## config.mk

```make
export PLATFORM = sky130hd
export DESIGN_NAME = fft_frame_dma
export DESIGN_NICKNAME = d
export VERILOG_FILES = /design/src/rtl/fft_frame_dma.sv
export SDC_FILE = /design/constraint.sdc
export NUM_CORES = 1
export LEC_CHECK = 0
export BUFFER_PORTS_ARGS = -buffer_cell sky130_fd_sc_hd__buf_4
export CORE_ASPECT_RATIO = 0.5
export CORE_MARGIN = 2
export CORE_UTILIZATION = 58
export DETAILED_ROUTE_END_ITERATION = 8
export GPL_TIMING_DRIVEN = 0
export PLACE_DENSITY = 0.92
export SETUP_SLACK_MARGIN = 0.1
export SLEW_MARGIN = 20
export SYNTH_ARGS = -nofsm -noshare
export SYNTH_HDL_FRONTEND = slang
export SYNTH_SLANG_ARGS = --single-unit
```

## constraint.sdc

```tcl
create_clock -name clk -period 5.5 [get_ports clk]
set_input_delay 0.275 -clock clk [delete_from_list [all_inputs] [get_ports clk]]
set_output_delay 0.275 -clock clk [all_outputs]
set_load 0.02 [all_outputs]
```

## src/rtl/fft_frame_dma.sv

```systemverilog
// Frame mover between AXI-Stream and the FFT's dual-sample BRAM.
// LOAD writes one frame (optionally bit-reversed); UNLOAD streams it back out with backpressure.
module fft_frame_dma #(
    parameter int DATA_W    = 8,
    parameter int LOG2_N    = 10,
    parameter int ADDR_W    = 14,
    parameter int BASE_ADDR = 0,
    parameter int BIT_REV   = 1,
    parameter int RD_LAT    = 2
) (
    input  logic                clk,
    input  logic                rst,
    input  logic                start,
    input  logic                mode,
    output logic                busy,
    output logic                done,
    output logic                err_tlast,
    input  logic [4*DATA_W-1:0] s_axis_tdata,
    input  logic                s_axis_tvalid,
    output logic                s_axis_tready,
    input  logic                s_axis_tlast,
    output logic [4*DATA_W-1:0] m_axis_tdata,
    output logic                m_axis_tvalid,
    input  logic                m_axis_tready,
    output logic                m_axis_tlast,
    output logic                bram_we,
    output logic [ADDR_W-1:0]   bram_addr,
    output logic [4*DATA_W-1:0] bram_din,
    input  logic [4*DATA_W-1:0] bram_dout,
    output logic [1:0]          dbg_state_o
);
    localparam int WD    = 4 * DATA_W;
    localparam int KW    = LOG2_N - 1;
    localparam int CW    = LOG2_N;
    localparam int DEPTH = RD_LAT + 1;
    localparam int PW    = $clog2(DEPTH);
    localparam int OW    = $clog2(DEPTH + 1);
    localparam logic [CW-1:0]     WORDS  = CW'(1 << KW);
    localparam logic [CW-1:0]     LAST_K = CW'((1 << KW) - 1);
    localparam logic [ADDR_W-1:0] BASE   = ADDR_W'(BASE_ADDR);

    typedef enum logic [1:0] {S_IDLE, S_LOAD, S_UNLOAD, S_DONE} state_t;

    state_t            state_q, state_d;
    logic              err_q, err_d;
    logic              start_acc;
    logic [CW-1:0]     k_q, rd_q, out_q;
    logic              we_q;
    logic [ADDR_W-1:0] waddr_q;
    logic [WD-1:0]     wdin_q;
    logic [RD_LAT-1:0] pipe_q;
    logic [WD-1:0]     fifo_q [DEPTH];
    logic [PW-1:0]     wp_q, rp_q;
    logic [OW-1:0]     occ_q, inflight, slots_used;
    logic              s_beat, pop, push, rd_issue;

    function automatic logic [KW-1:0] bitrev(input logic [KW-1:0] k);
        logic [KW-1:0] r;
        for (int i = 0; i < KW; i++) r[i] = k[KW-1-i];
        return r;
    endfunction

    function automatic logic [ADDR_W-1:0] load_addr(input logic [KW-1:0] k);
        logic [KW-1:0] idx;
        idx = (BIT_REV != 0) ? bitrev(k) : k;
        return BASE + ADDR_W'(idx);
    endfunction

    function automatic logic [PW-1:0] ptr_next(input logic [PW-1:0] p);
        return (p == PW'(DEPTH - 1)) ? '0 : p + 1'b1;
    endfunction

    // valid/ready: a beat moves on any cycle where both are high; the sender
    // holds tdata/tlast unchanged while valid is high and ready is low.
    assign s_axis_tready = (state_q == S_LOAD);
    assign s_beat        = s_axis_tready && s_axis_tvalid;
    assign m_axis_tvalid = (occ_q != '0);
    assign m_axis_tdata  = m_axis_tvalid ? fifo_q[rp_q] : '0;
    assign m_axis_tlast  = m_axis_tvalid && (out_q == LAST_K);
    assign pop           = m_axis_tvalid && m_axis_tready;
    assign push          = pipe_q[RD_LAT-1];

    always_comb begin
        inflight = '0;
        for (int i = 0; i < RD_LAT; i++) inflight = inflight + OW'(pipe_q[i]);
    end

    // A slot freed by this cycle's pop is reusable, which keeps full rate at depth RD_LAT+1.
    assign slots_used = occ_q - OW'(pop) + inflight;
    assign rd_issue   = (state_q == S_UNLOAD) && (rd_q != WORDS) && (slots_used < OW'(DEPTH));

    assign bram_we     = we_q;
    assign bram_addr   = (state_q == S_UNLOAD) ? BASE + ADDR_W'(rd_q) : waddr_q;
    assign bram_din    = wdin_q;
    assign busy        = (state_q != S_IDLE);
    assign done        = (state_q == S_DONE);
    assign err_tlast   = err_q;
    assign dbg_state_o = state_q;

    always_comb begin
        state_d   = state_q;
        err_d     = err_q;
        start_acc = 1'b0;
        case (state_q)
            S_IDLE: begin
                if (start) begin
                    start_acc = 1'b1;
                    err_d     = 1'b0;
                    state_d   = mode ? S_UNLOAD : S_LOAD;
                end
            end
            S_LOAD: begin
                if (s_beat) begin
                    if (k_q == LAST_K) begin
                        state_d = S_DONE;
                        if (!s_axis_tlast) err_d = 1'b1;
                    end else if (s_axis_tlast) begin
                        state_d = S_DONE;
                        err_d   = 1'b1;
                    end
                end
            end
            S_UNLOAD: begin
                if (pop && m_axis_tlast) state_d = S_DONE;
            end
            default: state_d = S_IDLE;
        endcase
    end

    always_ff @(posedge clk) begin
        if (rst) begin
            state_q <= S_IDLE;
            err_q   <= 1'b0;
        end else begin
            state_q <= state_d;
            err_q   <= err_d;
        end
    end

    always_ff @(posedge clk) begin
        if (rst) begin
            k_q     <= '0;
            rd_q    <= '0;
            out_q   <= '0;
            we_q    <= 1'b0;
            waddr_q <= '0;
            wdin_q  <= '0;
            pipe_q  <= '0;
            wp_q    <= '0;
            rp_q    <= '0;
            occ_q   <= '0;
        end else begin
            we_q <= s_beat;
            if (s_beat) begin
                waddr_q <= load_addr(k_q[KW-1:0]);
                wdin_q  <= s_axis_tdata;
                k_q     <= k_q + 1'b1;
            end
            if (start_acc) begin
                k_q    <= '0;
                rd_q   <= '0;
                out_q  <= '0;
                pipe_q <= '0;
                wp_q   <= '0;
                rp_q   <= '0;
                occ_q  <= '0;
            end else begin
                if (rd_issue) rd_q <= rd_q + 1'b1;
                pipe_q <= RD_LAT'({pipe_q, rd_issue});
                if (push) wp_q <= ptr_next(wp_q);
                if (pop) begin
                    rp_q  <= ptr_next(rp_q);
                    out_q <= out_q + 1'b1;
                end
                occ_q <= occ_q + OW'(push) - OW'(pop);
            end
        end
    end

    always_ff @(posedge clk) begin
        if (push) fifo_q[wp_q] <= bram_dout;
    end
endmodule
```

==> results.yml <==
yosys:
  synth_top_cell_area_share_pct: 39.45
  synth_seq_cells: 181
  netlist_top_cells_count: "96 x edfxtp_1, 96 x nor2_1, 95 x nand2_1, 87 x a21oi_1, 85 x dfxtp_1"
  syn_area_um2: 7308
  netlist_instances: 670
  synthTopCellsByArea: "edfxtp_1 39%, dfxtp_1 23%, a21oi_1 6.0%"
  syn_avg_cell_area_um2: 10.91
  ys_types: 44
  synth_edf_count: 96
  async_flop_share_pct: 0
  ys_seq_area_share_pct: 62.73
  yosys_warnings: 0
  yosysTopAreaCell: "edfxtp_1"
  synthFlopType: "edfxtp_1"
global_route:
  antenna_found_initial: 0
  grt_use_total_pct: 26.12
  grt_overflow: 0
  grt_pass1_vias: 5839
  grt_max_degree: 19
  grt_pass1_wl_um: 27820
clocking:
  cts_repair_resize_count: 0
  hold_buffers: 0
  clockBufferDepth: 2
  cts-buffers-inserted: 17
  htree_levels: 4
  clk_latency_ns: 0.43
  cts_root_buf: "clkbuf_16"
  clk_pin_slew_ns: 0.07
  post_cts_buffers: 0
  cts_tree: "built"
  clock_sinks: 181
sta:
  drv_slew: 0
  fin_crit_sh_pct: 56.21
  finalHoldViolations: 0
  finalSetupViolCount: 0
  relSlewSlack_pct: 49.31
  totalNegativeSetupSlack_ns: 0
  fmax_ghz: 0.3235
  setup_ws_ns: 2.409
  rsz0062_at_grt: "no"
  tightest_slew_ns: 0.7553
  fin_skew_ns: 0.01220
  period_minus_slack_ns: 3.091
min_path:
  hold_depth: 1
  hold_path.startpoint: "bram_dout[6]"
  min_to: "fifo_q[0][6]"
  hp-class: "in -> reg"
finish:
  fin_nets: 940
  diodes: 0
  area.growth.synth_to_final_pct: 28.83
  design_area_um2: 9415
  layout-drive-gt1-share_pct: 25.29
critical_path:
  r2r_cells: 10
  reg2reg_slack_ns: 2.41
  critical_path_class: "reg -> reg"
  endpoint_kind: "flip-flop"
  crit_required_ns: 5.87
  path_max_fanout: 10
  reg2reg_to: "rd_q[1]"
  r2r-start: "occ_q[1]"
  startpoint_type: "flip-flop"
  crit_arrival_ns: 3.46
flow_run:
  cap_violations: 0
routing:
  drc: 0
  dr_wl_met2_um: 8773
  antenna_left: 0
  route.met3.wl_um: 888
  wirelength_um: 16950
  drt-met1-wl_um: 6791
  drt_iter0_drc: 303
  num_vias: 5641
  first_pass_iters: 4
  maxUsedRoutingLayer: "met4"
  wire_per_inst_um: 16.38
  routed_via_density: 5.450
floorplanning:
  core_um2: 12050
  num_rows: 28
  num_io_pins: 158
  die_x_um: 162.7
  initial_core_util_pct: 60.64
  fp.dieH_um: 83.38
  die_area_um2: 13570
placement:
  portBuffers: 153
  hpwlAfterDp_um: 11680
  dpl_worst_slack_ns: 2.514
  placed_area_um2: 8783
  gp_congestion: 0.8396
pwr:
  powerDensity_nw_per_um2: 350.5
  leakage_nw: 3.627
  vdd_drop_max_mv: 0.2454
status:
  run_status: "completed"
==> routing by layer <==
metal / global-route usage, % / up-vias
met5: 0 / -
met4: 11.83 / 0
met3: 6.793 / 49
met2: 46.38 / 179
met1: 29.68 / 2707
li1: - / 2706
==> power breakdown <==
| part | switching (mW) | total, mW | internal, mW | leakage, nW |
|---|---|---|---|---|
| Sequential | 0.0313 | 1.50 | 1.47 | 1.55 |
| Combinational | 0.318 | 0.509 | 0.191 | 1.77 |
| Clock | 0.553 | 1.29 | 0.736 | 0.312 |
==> logic make-up (layout without fill, tap and decap cells) <==
| family | count (synthesis) | count (layout) | share of synthesized area, % |
|---|---|---|---|
| AO/OA/AOI/OAI | 118 | 118 | 9.468 |
| XOR/XNOR | 22 | 22 | 2.859 |
| adder cells (fa/ha/maj) | 12 | 12 | 2.157 |
| buffers and inverters | 58 | 255 | 3.236 |
| flip-flops | 181 | 181 | 62.73 |
| multiplexers | 42 | 42 | 5.890 |
| other | 1 | 4 | 0.05131 |
| AND/OR/NAND/NOR | 236 | 236 | 13.61 |
==> registers in the layout, indices dropped and copies added, names as in the netlist, 2 cells and up, named ones only <==
signal       count
fifo_q          96
wp_q             2
waddr_q          9
bram_din        32
pipe_q           2
rd_q            10
k_q             10
out_q           10
dbg_state_o      2
rp_q             2
occ_q            2
==> layout by cell type, fill, tap and decap left out, drive strengths merged, types with 14 or more instances in the layout <==
cell type,instances
inv,26
nand2,95
clkbuf,43
mux2i,34
edfxtp,96
xor2,14
a21oi,87
buf,179
nor2,96
dfxtp,85
==> area by class of cell <==
| cell class | instances | area (um2) |
|---|---|---|
| Buffer | 40 | 168.9 |
| Clock buffer | 17 | 425.4 |
| Clock inverter | 15 | 206.4 |
| Fill cell | 766 | 2636 |
| Inverter | 18 | 67.56 |
| Multi-Input combinational cell | 434 | 2514 |
| Sequential cell | 181 | 4584 |
| Tap cell | 165 | 206.4 |
| Timing Repair Buffer | 165 | 1242 |
==> worst max path at each step <==
stage	from	to	slack (ns)	depth (start not counted)
2_1_floorplan	pipe_q[1]	fifo_q[1][0]	2.18	2
3_3_place_gp	pipe_q[1]	fifo_q[2][27]	0.80	2
3_5_place_dp	occ_q[1]	rd_q[1]	2.51	10
4_1_cts	occ_q[1]	rd_q[1]	2.44	10
5_1_grt	occ_q[1]	rd_q[2]	2.15	10
6_report	occ_q[1]	rd_q[1]	2.41	10
==> worst max-delay path: stages, from the launching register on <==
cell and delay (ns):
dfxtp_1 0.37, o21ai_0 0.28, clkbuf_1 0.42, inv_1 0.15
ha_1 0.31, fa_1 0.37, xor3_2 0.30, or2_1 0.24
clkbuf_1 0.18, a211oi_1 0.28, a41o_1 0.13
==> metrics by stage <==
step / power [mW] / cells / hold WS (ns) / util [%]
after floorplan: 1.826 / 673 / 0.3739 / -
after global placement: 2.013 / 991 / 0.4403 / 71.98
after detailed placement: 2.034 / 1003 / 0.4478 / 72.88
after CTS: 3.313 / 1035 / 0.02288 / 78.13
after global routing: 3.425 / 1035 / 0.01533 / 78.13
final: 3.300 / 1035 / 0.03794 / 78.13
No activity file was read; power rests on OpenSTA's default activity.
